==> config.mk <==
export PLATFORM = sky130hd
export DESIGN_NAME = spi_master_ctrl
export DESIGN_NICKNAME = d
export VERILOG_FILES = /design/src/rtl/spi_pkg.sv /design/src/rtl/spi_phase_timer.sv /design/src/rtl/spi_master_ctrl.sv
export SDC_FILE = /design/constraint.sdc
export NUM_CORES = 1
export LEC_CHECK = 0
export CORE_UTILIZATION = 51
export DETAILED_ROUTE_END_ITERATION = 6
export GPL_ROUTABILITY_DRIVEN = 0
export MAX_ROUTING_LAYER = met4
export PLACE_DENSITY = 0.82
export SLEW_MARGIN = 20
export SYNTH_ARGS = -nofsm -noshare
export SYNTH_HDL_FRONTEND = slang
export SYNTH_SLANG_ARGS = --single-unit
==> constraint.sdc <==
create_clock -name clk -period 2.4 [get_ports clk]
set_input_delay 0.48 -clock clk [delete_from_list [all_inputs] [get_ports clk]]
set_output_delay 0.48 -clock clk [all_outputs]
set_load 0.05 [all_outputs]
==> src/rtl/spi_pkg.sv <==
// Shared SPI link definitions: master FSM states, frame format constants and
// a small elaboration-time helper used to size the phase counter.
package spi_pkg;

  localparam int unsigned SPI_DATA_W = 8;
  localparam logic        SPI_CPOL   = 1'b0;
  localparam logic        SPI_CPHA   = 1'b0;

  typedef enum logic [2:0] {
    ST_IDLE,
    ST_SETUP,
    ST_HIGH,
    ST_LOW,
    ST_HOLD,
    ST_DONE
  } spi_mst_state_t;

  function automatic int unsigned max3(input int unsigned a,
                                       input int unsigned b,
                                       input int unsigned c);
    int unsigned m;
    m = (a > b) ? a : b;
    return (m > c) ? m : c;
  endfunction

endpackage

==> src/rtl/spi_phase_timer.sv <==
// Loadable down-counter; o_tc is high on the last cycle of a loaded duration,
// so a load of N keeps the caller in its state for exactly N cycles.
module spi_phase_timer #(
  parameter int unsigned W = 3
) (
  input  logic         clk,
  input  logic         rst,
  input  logic         i_load,
  input  logic [W-1:0] i_count,
  output logic         o_tc
);

  logic [W-1:0] r_cnt;

  always_ff @(posedge clk) begin
    if (rst) begin
      r_cnt <= '0;
    end else if (i_load) begin
      r_cnt <= i_count - W'(1);
    end else if (r_cnt != '0) begin
      r_cnt <= r_cnt - W'(1);
    end
  end

  assign o_tc = (r_cnt == '0);

endmodule

==> src/rtl/spi_master_ctrl.sv <==
// Single-byte SPI mode-0 master, MSB first. sclk, cs and mosi are registered
// so nothing on miso reaches an output combinationally.
module spi_master_ctrl
  import spi_pkg::*;
#(
  parameter int unsigned CLK_DIV  = 4,
  parameter int unsigned CS_SETUP = 2,
  parameter int unsigned CS_HOLD  = 2
) (
  input  logic                  clk,
  input  logic                  rst,
  input  logic                  start,
  input  logic [SPI_DATA_W-1:0] tx_data,
  output logic                  busy,
  output logic                  done,
  output logic [SPI_DATA_W-1:0] rx_data,
  output logic                  sclk,
  output logic                  cs,
  output logic                  mosi,
  input  logic                  miso
);

  localparam int unsigned     PH_W      = $clog2(max3(CLK_DIV, CS_SETUP, CS_HOLD) + 1);
  localparam logic [PH_W-1:0] DIV_CNT   = PH_W'(CLK_DIV);
  localparam logic [PH_W-1:0] SETUP_CNT = PH_W'(CS_SETUP);
  localparam logic [PH_W-1:0] HOLD_CNT  = PH_W'(CS_HOLD);
  localparam logic [3:0]      LAST_EDGE = 4'(SPI_DATA_W);
  localparam logic [2:0]      TOP_BIT   = 3'(SPI_DATA_W - 1);

  spi_mst_state_t r_state, w_state_nxt;

  logic                  w_tc;
  logic                  w_load;
  logic [PH_W-1:0]       w_load_val;
  logic                  w_accept;
  logic                  w_enter_high;
  logic                  w_enter_low;
  logic                  w_enter_done;

  logic [SPI_DATA_W-1:0] r_shift_tx;
  logic [SPI_DATA_W-1:0] r_shift_rx;
  logic [SPI_DATA_W-1:0] r_rx_data;
  logic [2:0]            r_bit_cnt;
  logic [3:0]            r_edge_cnt;
  logic                  r_cs;
  logic                  r_sclk;
  logic                  r_mosi;
  logic                  r_busy;
  logic                  r_done;

  spi_phase_timer #(
    .W (PH_W)
  ) u_phase_timer (
    .clk     (clk),
    .rst     (rst),
    .i_load  (w_load),
    .i_count (w_load_val),
    .o_tc    (w_tc)
  );

  always_ff @(posedge clk) begin
    if (rst) begin
      r_state <= ST_IDLE;
    end else begin
      r_state <= w_state_nxt;
    end
  end

  // Each transition reloads the shared timer with the duration of the state being entered.
  always_comb begin
    w_state_nxt  = r_state;
    w_load       = 1'b0;
    w_load_val   = '0;
    w_accept     = 1'b0;
    w_enter_high = 1'b0;
    w_enter_low  = 1'b0;
    w_enter_done = 1'b0;
    case (r_state)
      ST_IDLE: begin
        if (start) begin
          w_accept    = 1'b1;
          w_state_nxt = ST_SETUP;
          w_load      = 1'b1;
          w_load_val  = SETUP_CNT;
        end
      end
      ST_SETUP: begin
        if (w_tc) begin
          w_state_nxt  = ST_HIGH;
          w_load       = 1'b1;
          w_load_val   = DIV_CNT;
          w_enter_high = 1'b1;
        end
      end
      ST_HIGH: begin
        if (w_tc) begin
          w_state_nxt = ST_LOW;
          w_load      = 1'b1;
          w_load_val  = DIV_CNT;
          w_enter_low = 1'b1;
        end
      end
      ST_LOW: begin
        if (w_tc) begin
          w_load = 1'b1;
          if (r_edge_cnt == LAST_EDGE) begin
            w_state_nxt = ST_HOLD;
            w_load_val  = HOLD_CNT;
          end else begin
            w_state_nxt  = ST_HIGH;
            w_load_val   = DIV_CNT;
            w_enter_high = 1'b1;
          end
        end
      end
      ST_HOLD: begin
        if (w_tc) begin
          w_state_nxt  = ST_DONE;
          w_enter_done = 1'b1;
        end
      end
      ST_DONE: w_state_nxt = ST_IDLE;
      default: w_state_nxt = ST_IDLE;
    endcase
  end

  always_ff @(posedge clk) begin
    if (rst) begin
      r_cs       <= 1'b1;
      r_sclk     <= SPI_CPOL;
      r_mosi     <= 1'b0;
      r_busy     <= 1'b0;
      r_done     <= 1'b0;
      r_rx_data  <= '0;
      r_shift_tx <= '0;
      r_shift_rx <= '0;
      r_bit_cnt  <= '0;
      r_edge_cnt <= '0;
    end else begin
      r_done <= 1'b0;
      if (w_accept) begin
        r_shift_tx <= tx_data;
        r_bit_cnt  <= TOP_BIT;
        r_edge_cnt <= '0;
        r_mosi     <= tx_data[SPI_DATA_W-1];
        r_cs       <= 1'b0;
        r_busy     <= 1'b1;
      end
      if (w_enter_high) begin
        r_sclk                <= ~SPI_CPOL;
        r_shift_rx[r_bit_cnt] <= miso;
      end
      // mosi advances on the falling edge; after bit 0 it simply holds.
      if (w_enter_low) begin
        r_sclk     <= SPI_CPOL;
        r_edge_cnt <= r_edge_cnt + 4'd1;
        if (r_bit_cnt != '0) begin
          r_bit_cnt <= r_bit_cnt - 3'd1;
          r_mosi    <= r_shift_tx[r_bit_cnt - 3'd1];
        end
      end
      if (w_enter_done) begin
        r_cs      <= 1'b1;
        r_done    <= 1'b1;
        r_busy    <= 1'b0;
        r_rx_data <= r_shift_rx;
      end
    end
  end

  assign cs      = r_cs;
  assign sclk    = r_sclk;
  assign mosi    = r_mosi;
  assign busy    = r_busy;
  assign done    = r_done;
  assign rx_data = r_rx_data;

endmodule
==> results of run 1 <==
## area by class of cell
cell class                 instances  share of cell area
timing repair buffer              30               0.126
clock inverter                     3             0.00937
multi-input combinational        143               0.433
clock buffer                       5              0.0303
inverter                           4             0.00661
sequential                        42               0.370
tap                               46              0.0253
## layer usage
layer | vias up | share of wire
met4 | 0 | 0.0070
met2 | 23 | 0.46
met3 | 2 | 0.035
met5 | - | 0
li1 | 767 | -
met1 | 704 | 0.49
## flip-flops by register name (all words and copies together) (netlist names)
register             flops
u_phase_timer.r_cnt      3
sclk                     1
mosi                     1
cs                       1
done                     1
r_edge_cnt               4
r_bit_cnt                3
busy                     1
rx_data                  8
r_shift_tx               8
r_shift_rx               8
r_state                  3
## cells in the mapped netlist, types with 2 or more instances
cell / instances / area share
dfxtp_1: 42 / 0.44
nand2_1: 28 / 0.055
a21oi_1: 20 / 0.052
nor2_1: 13 / 0.025
nor3_1: 9 / 0.023
a22o_1: 8 / 0.037
mux2i_1: 8 / 0.042
nand3_1: 8 / 0.021
nor4_2: 7 / 0.046
buf_4: 5 / 0.020
clkbuf_1: 5 / 0.0098
ha_1: 5 / 0.033
nand2b_1: 5 / 0.016
inv_1: 4 / 0.0078
nor2b_1: 3 / 0.0098
nor4b_2: 3 / 0.023
a211oi_1: 2 / 0.0078
mux4_2: 2 / 0.023
o21ai_0: 2 / 0.0052
## placed cells by master, fill, tap and decap left out, types with 6 or more instances in the layout
| cell type | synthesis | layout |
|---|---|---|
| nor4_2 | 7 | 7 |
| nand2_1 | 28 | 28 |
| a21oi_1 | 20 | 20 |
| nor3_1 | 9 | 9 |
| mux2i_1 | 8 | 8 |
| a22o_1 | 8 | 8 |
| nor2_1 | 13 | 13 |
| dfxtp_1 | 42 | 42 |
| nand3_1 | 8 | 8 |
| clkdlybuf4s50_1 | 0 | 24 |
| buf_4 | 5 | 6 |
## where the power goes
group | leakage [nW] | internal [W] | total (W) | switching (W)
Clock | 0.0441 | 0.000204 | 0.000447 | 0.000243
Sequential | 0.342 | 0.000767 | 0.000855 | 0.0000878
Combinational | 0.404 | 0.000230 | 0.000560 | 0.000331
Total | 0.791 | 0.00120 | 0.00186 | 0.000661
## worst max-delay path, cell delays in order (launching register included)
cell and delay, ns:
dfxtp_1 0.36, or4_4 0.68, nor4b_2 0.34, mux2_1 0.35
nor2b_1 0.13
## worst paths after layout
kind,start,end,slack [ns]
max,u_phase_timer.r_cnt[0]$_SDFFE_PP0P_,r_shift_rx[0]$_SDFFE_PP0P_,0.44
min,r_shift_tx[7]$_SDFFE_PP0P_,r_shift_tx[7]$_SDFFE_PP0P_,0.46
max reg2reg,u_phase_timer.r_cnt[0]$_SDFFE_PP0P_,r_shift_rx[0]$_SDFFE_PP0P_,0.44
min reg2reg,r_shift_tx[7]$_SDFFE_PP0P_,r_shift_tx[7]$_SDFFE_PP0P_,0.46
## through the flow
step           total power, W  area [um2]  hold WS, ns   util
6_report              0.00186        2270        0.461  0.655
5_1_grt               0.00198        2270        0.482  0.655
4_1_cts               0.00187        2270        0.462  0.655
3_5_place_dp          0.00143        2180        0.451  0.629
3_3_place_gp          0.00141        2180        0.442  0.629
2_1_floorplan         0.00132        1920        0.433      -
## kinds of logic (layout without fill, tap and decap cells)
logic type / Yosys count / count (layout) / share of synthesized area
compound gates: 39 / 39 / 0.128
xor+xnor: 2 / 2 / 0.00913
fa+ha+maj: 5 / 5 / 0.0326
buf+inv: 17 / 42 / 0.0502
flops: 42 / 42 / 0.438
mux: 12 / 12 / 0.0769
simple gates: 85 / 85 / 0.265
==> results.txt, run 1 <==
Run status - complete, no violations
TritonCTS buffer count - 5
Clk_skew - 0.00479 ns
Minimum clock period - 1.96 ns
Via count - 1496
Period utilisation layout - 0.815
Rel. slew slack - 0.575
Crit path DAT - 2.14 ns
Area of the multi-input gates - 982 um2
Largest net degree at the start of global routing - 16
Initial detailed-routing violation count - 112
Initial Util - 0.553
YS warnings - 0
CTS root buffer - clkbuf_8
GR Overflow Total - 0
Cell total after placement - 265
# resized after CTS - 0
Die Y - 63.3 um
Met1 Track Usage GR - 0.268
Crit-path max FO - 13
DRT Pass-1 Iters - 4
TritonCTS clock tree - yes
Avg Cell Area, Syn - 9.50 um2
Via density - 5.48
Initial antenna violation count - 0
Ys async rst share - 0
CP required - 2.59 ns
Post-synthesis cell count - 202
CP Launch Type - register
H-tree depth - 2
Antenna diodes - 0
Fin cells - 273
Most used routing layer - met2
Setup violations, final - 0
Number of I/O pins - 25
GRT met2 Usage - 0.316
Cts hold-fix bufs - 0
Clk buf depth - 2
Worst-margin pin slew - 0.632 ns
WHS Path Cells - 2
Register Area - 841 um2
Ys flop type - dfxtp_1
Final hold violations - 0
First-pass GRT wire length - 6360 um
Fin. max-slew vios - 0
DP Wirelength - 2550 um
VDD IR-drop max - 469 uV
Vias in the first global route - 1382
Pleak - 0.791 nW
Final wirelength - 3590 um
Synth cell types - 42
Setup TNS - 0 ns
EDFF count, synth - 0
PwrDens - 820 nW/um2
RSZ-0062 raised after global routing - false
Row count - 21
DRC violations left - 0
Setup WS post-layout - 0.444 ns
Final antenna-violating net count - 0
Net Count, Synth - 219
Die Wd - 63.3 um
Clk sinks - 42
IO Port Bufs - 24
Post-CTS Setup Bufs - 0
Layout cells sized above 1 - 0.132
Clock Latency Late Sink - 0.29 ns
Crit Path Class - register to register
Pre-CTS WS - 0.382 ns
Nature of the critical path endpoint - register
Hold Crit Class - register to register
GRT Util Overall - 0.205
Post-Syn Area - 1920 um2
Max cap viols - 0
Met3 global-route usage - 0.0489
F_max - 511 MHz
WL/cell - 13.1 um
Die area - 4010 um2
Area Growth Syn to Fin - 18.3%
Layout Nets - 243
Core ar. - 3470 um2
Register area share after synthesis - 0.438
Worst Reg2Reg Path Length in Cells - 4
Fill count - 298
CTS clk-pin slew, worst paths - 0.08 ns
Register bit total from synthesis - 42
No activity file was read; power rests on OpenSTA's default activity.
==> run 2, diff against run 1 <==
--- a/config.mk
+++ b/config.mk
@@ -5,7 +5,7 @@
 export SDC_FILE = /design/constraint.sdc
 export NUM_CORES = 1
 export LEC_CHECK = 0
-export CORE_UTILIZATION = 51
+export CORE_UTILIZATION = 49
 export DETAILED_ROUTE_END_ITERATION = 6
 export GPL_ROUTABILITY_DRIVEN = 0
 export MAX_ROUTING_LAYER = met4
==> constraint.sdc (replaced) <==
create_clock -name clk -period 1.75 [get_ports clk]
set_input_delay 0.35 -clock clk [delete_from_list [all_inputs] [get_ports clk]]
set_output_delay 0.35 -clock clk [all_outputs]
set_load 0.05 [all_outputs]
==> run 2 against run 1 <==
The flow now finishes with violations (negative setup slack). Clock skew hardly changed. Sequential power is 31% higher. Worst hold slack worse by 0.011 ns. Clock-buffer cell count is 1 higher. Sequential cell count stayed put. Clock power is 44% higher. Register-to-register slack worse by 0.49 ns. Critical path type unchanged. Critical endpoint unchanged. Largest power group unchanged.
==> results.txt, run 2 (synthesized netlist as in run 1, its figures left out) <==
IO Port Bufs - 24
CP required - 1.94 ns
CP Launch Type - register
RSZ-0062 raised after global routing - true
Post-layout instance area - 2520 um2
Final hold violations - 0
Comb power frac - 0.388
Top sig layer - met4
Clk buf depth - 2
Antenna diodes - 0
Clock Latency Late Sink - 0.29 ns
Failing checks - negative setup slack
Fill count - 288
Die area - 4170 um2
DRT Pass-1 Iters - 4
DP Wirelength - 2810 um
Overall Power - 0.00289 W
WHS Path Cells - 2
Row count - 22
Largest net degree at the start of global routing - 17
Core ar. - 3720 um2
Area Growth Syn to Fin - 31.4%
Crit-path max FO - 3
Initial antenna violation count - 0
PwrDens - 1140 nW/um2
Clk sinks - 42
Clock share of power - 0.223
CP top delay family - simple AND/OR/NAND/NOR gates
Nature of the critical path endpoint - register
WL/cell - 13.3 um
Crit path cell chain - or4_4, nor4b_2, mux2_1, nor2b_1
Crit Path Class - register to register
Seq pwr share - 0.389
First-pass GRT wire length - 6670 um
Crit path buf inv count - 0
Number of I/O pins - 25
H-tree depth - 2
Hold Crit Class - register to register
DRC violations left - 0
Via density - 5.49
Register Area - 842 um2
GRT Util Overall - 0.214
GR Overflow Total - 0
Fin cells - 301
Layout cells sized above 1 - 0.296
Cell total after placement - 289
F_max - 555 MHz
Hold slack - 0.450 ns
VDD IR-drop max - 533 uV
Crit path DAT - 1.99 ns
Switching share of power - 0.346
TritonCTS clock tree - yes
Minimum clock period - 1.80 ns
Die Y - 64.6 um
CP peak stage delay - 0.56 ns
Period utilisation layout - 1.03
Worst Reg2Reg Path Length in Cells - 4
Final core utilization - 0.679
Via count - 1651
Setup violations, final - 5
Rel. slew slack - 0.775
Area of the multi-input gates - 1050 um2
CTS root buffer - clkbuf_8
Die Wd - 64.6 um
Fin. max-slew vios - 0
Met3 Wirelength - 130 um
Setup WS post-layout - -0.0504 ns
Layout Nets - 269
Worst path depth - 4
Initial detailed-routing violation count - 88
CTS clk-pin slew, worst paths - 0.08 ns
TritonCTS buffer count - 5
M1 WL - 1850 um
Run status - finished with violations
Internal Power - 0.00189 W
Pleak - 0.969 nW
Vias in the first global route - 1529
Final antenna-violating net count - 0
Met2 WL - 1950 um
Worst-margin pin slew - 0.338 ns
Commonest cells after routing, fill and taps aside - dfxtp_1, buf_4, nand2_1
Initial Util - 0.516
Max cap viols - 0
Net Sw Power - 0.000999 W
Placement-stage cell area - 2320 um2
Final wirelength - 3990 um
Clk_skew - 0.00499 ns
CP max-delay cell - or4_4
-- run 2: worst min-delay path: cells and delay by family (launching register included) --
family,cells,cell delay (ns)
DFF,1,0.31
and+or+nand+nor,2,0.09
-- run 2: metal layers --
| layer | GRT usage | up-vias |
|---|---|---|
| met2 | 0.351 | 32 |
| met5 | - | - |
| li1 | - | 817 |
| met1 | 0.260 | 794 |
| met3 | 0.0370 | 8 |
| met4 | 0.0917 | 0 |
-- run 2: stage by stage --
stage | setup slack [ns] | setup TNS, ns
floorplan | -0.00371 | -0.00371
global placement | -0.125 | -1.10
detailed placement | -0.187 | -1.62
CTS | -0.0390 | -0.177
global route | -0.116 | -0.925
finish | -0.0504 | -0.123
-- run 2: final timing paths --
kind / from / end / slack [ns]
worst min register to register: cs$_SDFFE_PP1P_ / cs$_SDFFE_PP1P_ / 0.45
worst min-delay path: cs$_SDFFE_PP1P_ / cs$_SDFFE_PP1P_ / 0.45
worst max register to register: u_phase_timer.r_cnt[0]$_SDFFE_PP0P_ / r_shift_rx[0]$_SDFFE_PP0P_ / -0.05
worst max-delay path: u_phase_timer.r_cnt[0]$_SDFFE_PP0P_ / r_shift_rx[0]$_SDFFE_PP0P_ / -0.05
-- run 2: layout make-up --
cell class / count / area share
multi-input combinational: 143 / 0.415
inverter: 4 / 0.00595
timing repair buffer: 56 / 0.184
sequential: 42 / 0.334
tap: 48 / 0.0238
clock buffer: 6 / 0.0327
clock inverter: 2 / 0.00496
-- run 2: timing repair --
item,in CTS,in global routing
resized for setup,3,11
setup endpoints to repair,6,11
buffers inserted,0,4
hold buffers,0,0
pin swaps,1,4
endpoints found under the hold margin,0,0
-- run 2: power by group through the flow --
stage | registers, W | logic [W] | clock network, W
6_report | 0.00112 | 0.00112 | 0.000645
3_3_place_gp | 0.00114 | 0.000985 | 0
2_1_floorplan | 0.00120 | 0.000616 | 0
3_5_place_dp | 0.00114 | 0.00100 | 0
5_1_grt | 0.00113 | 0.00122 | 0.000700
4_1_cts | 0.00112 | 0.00103 | 0.000661
==> run 3, diff against run 2 <==
--- a/config.mk
+++ b/config.mk
@@ -5,6 +5,7 @@
 export SDC_FILE = /design/constraint.sdc
 export NUM_CORES = 1
 export LEC_CHECK = 0
+export CORE_MARGIN = 2
 export CORE_UTILIZATION = 49
 export DETAILED_ROUTE_END_ITERATION = 6
 export GPL_ROUTABILITY_DRIVEN = 0
==> constraint.sdc (replaced) <==
create_clock -name clk -period 1.75 [get_ports clk]
set_input_delay 0.35 -clock clk [delete_from_list [all_inputs] [get_ports clk]]
set_output_delay 0.35 -clock clk [all_outputs]
set_load 0.01 [all_outputs]
==> run 3 against run 2 <==
The run still ends with negative setup slack left. Sequential cell count is the same. Die area grew 6.3%. Core utilization grew 2.0 points. Worst setup slack lost 0.0019 ns. Worst hold slack gained 0.010 ns. Power grew 8.7%. Register-to-register slack is essentially flat. Cell area grew 2.9%. Clock-buffer cell count shrank 1. Sequential share of layout area shrank 1.0 points. First-iteration DRC count grew 5.7%. Via count shrank 0.18%.
==> results.txt, run 3 (synthesized netlist as in run 1, its figures left out) <==
CP peak stage delay - 0.58 ns
First-pass GRT wire length - 7070 um
Setup violations, final - 2
R2R Path End - r_shift_rx[4]$_SDFFE_PP0P_
GRT Util Overall - 0.219
CP Launch Type - register
Clk buf depth - 2
Commonest cells after routing, fill and taps aside - dfxtp_1, nand2_1, buf_4
R2R Setup Slk - -0.05 ns
RSZ-0062 raised after global routing - true
WHS Path Cells - 2
Crit Path Class - register to register
PwrDens - 1210 nW/um2
Cts hold-fix bufs - 0
CTS root buffer - clkbuf_8
Layout Nets - 266
Pleak - 0.953 nW
Clk sinks - 42
IO Port Bufs - 24
Post-CTS Setup Bufs - 0
WL/cell - 15.0 um
TritonCTS buffer count - 5
Final wirelength - 4460 um
Die area - 4430 um2
CP required - 1.95 ns
CP top delay family - simple AND/OR/NAND/NOR gates
Worst Reg2Reg Path Length in Cells - 5
Clock Latency Late Sink - 0.30 ns
GR Overflow Total - 0
DRT Pass-1 Iters - 4
Initial antenna violation count - 0
TritonCTS clock tree - yes
Via count - 1648
Setup TNS - -0.0537 ns
Final antenna-violating net count - 0
DRC violations left - 0
CP max-delay cell - or4_4
VDD IR-drop max - 627 uV
Reg-to-reg critical path startpoint - r_state[2]$_SDFFE_PP0P_
Max cap viols - 0
Core ar. - 3720 um2
Crit-path max FO - 7
DP Wirelength - 2890 um
Setup WS post-layout - -0.0524 ns
Crit path buf inv count - 1
Die Y - 66.6 um
Nature of the critical path endpoint - register
Hold Crit Class - register to register
Initial detailed-routing violation count - 93
Period utilisation layout - 1.03
Antenna diodes - 0
Area Growth Syn to Fin - 35.3%
Clk_skew - 0.00949 ns
Initial Util - 0.516
CTS clk-pin slew, worst paths - 0.08 ns
Die Wd - 66.6 um
Crit path DAT - 2.00 ns
Row count - 22
Vias in the first global route - 1630
Worst Hold Path EP - r_shift_tx[6]$_SDFFE_PP0P_
Layout cells sized above 1 - 0.236
Via density - 5.53
Run status - finished with violations
Final hold violations - 0
Minimum clock period - 1.80 ns
Rel. slew slack - 0.755
H-tree depth - 2
Failing checks - negative setup slack
Commonest non-fill, non-tap cell in the layout - dfxtp_1
Pre-CTS WS - -0.148 ns
Crit path cell chain - or4_4, buf_6, nor4b_2, mux2i_1, nor2_1
Launch point of the worst hold path - r_shift_tx[6]$_SDFFE_PP0P_
Number of I/O pins - 25
Fin. max-slew vios - 0
Worst-margin pin slew - 0.368 ns
Largest net degree at the start of global routing - 16
F_max - 555 MHz
[run 3: cell types whose count changed in the layout (fill, tap and decap cells not counted), moves of 2 or more]
cell and delta:
buf_6 -2, buf_4 -14, nor4_2 -3, bufinv_16 +2, nor4_4 +3, clkdlybuf4s50_1 +13
[run 3: how the worst max path moves through the flow]
stage                                        start                             endpoint  slack [ns]  cells past startpoint
4_1_cts                    r_state[2]$_SDFFE_PP0P_           r_shift_rx[1]$_SDFFE_PP0P_      -0.003                      5
3_3_place_gp                                 start  u_phase_timer.r_cnt[2]$_SDFFE_PP0P_       -0.11                      6
5_1_grt                    r_state[2]$_SDFFE_PP0P_           r_shift_rx[4]$_SDFFE_PP0P_       -0.11                      5
6_report                   r_state[2]$_SDFFE_PP0P_           r_shift_rx[4]$_SDFFE_PP0P_       -0.05                      5
3_5_place_dp                                 start  u_phase_timer.r_cnt[2]$_SDFFE_PP0P_       -0.15                      6
2_1_floorplan  u_phase_timer.r_cnt[0]$_SDFFE_PP0P_           r_shift_rx[0]$_SDFFE_PP0P_      -0.004                      4
[run 3: cell type report]
cell class	instances	area [um2]
clock buffer	5	68.8
clock inverter	3	68.8
fill	259	1120
inverter	4	15.0
multi-input combinational	143	1080
sequential	42	841
tap	48	60.1
timing repair buffer	53	465
[run 3: tightest hold or removal path, delay by kind of cell (launching register included)]
family	cells	cell delay, ns
flip-flops	1	0.32
AO/OA/AOI/OAI	1	0.05
AND/OR/NAND/NOR	1	0.05
[run 3: routing by layer]
| metal | vias up | global-route usage | wire [um] | share of wire |
|---|---|---|---|---|
| li1 | 816 | - | - | - |
| met1 | 790 | 0.251 | 2050 | 0.46 |
| met2 | 34 | 0.356 | 2130 | 0.48 |
| met3 | 8 | 0.0625 | 199 | 0.045 |
| met4 | 0 | 0.0995 | 76 | 0.017 |
| met5 | - | - | 0 | 0 |
[run 3: per-stage QoR]
stage | hold WS [ns] | area [um2] | util | std cells | total power (W)
floorplan | 0.433 | 1930 | - | 202 | 0.00176
global placement | 0.441 | 2360 | 0.636 | 290 | 0.00208
detailed placement | 0.438 | 2360 | 0.636 | 290 | 0.00210
CTS | 0.459 | 2520 | 0.679 | 298 | 0.00305
global route | 0.485 | 2600 | 0.699 | 298 | 0.00331
finish | 0.460 | 2600 | 0.699 | 298 | 0.00314
[run 3: where the power goes]
| group | internal (W) | total (W) | switching [W] | leakage (nW) |
|---|---|---|---|---|
| logic | 0.000504 | 0.00109 | 0.000591 | 0.542 |
| clock network | 0.000572 | 0.000921 | 0.000349 | 0.0683 |
| registers | 0.00105 | 0.00112 | 0.0000712 | 0.342 |
[run 3: timing repair]
item                       CTS  global route
resized for setup            3            12
hold endpoints to repair     0             0
pin swaps                    2             0
setup endpoints to repair   10            11
gates cloned                 0             0
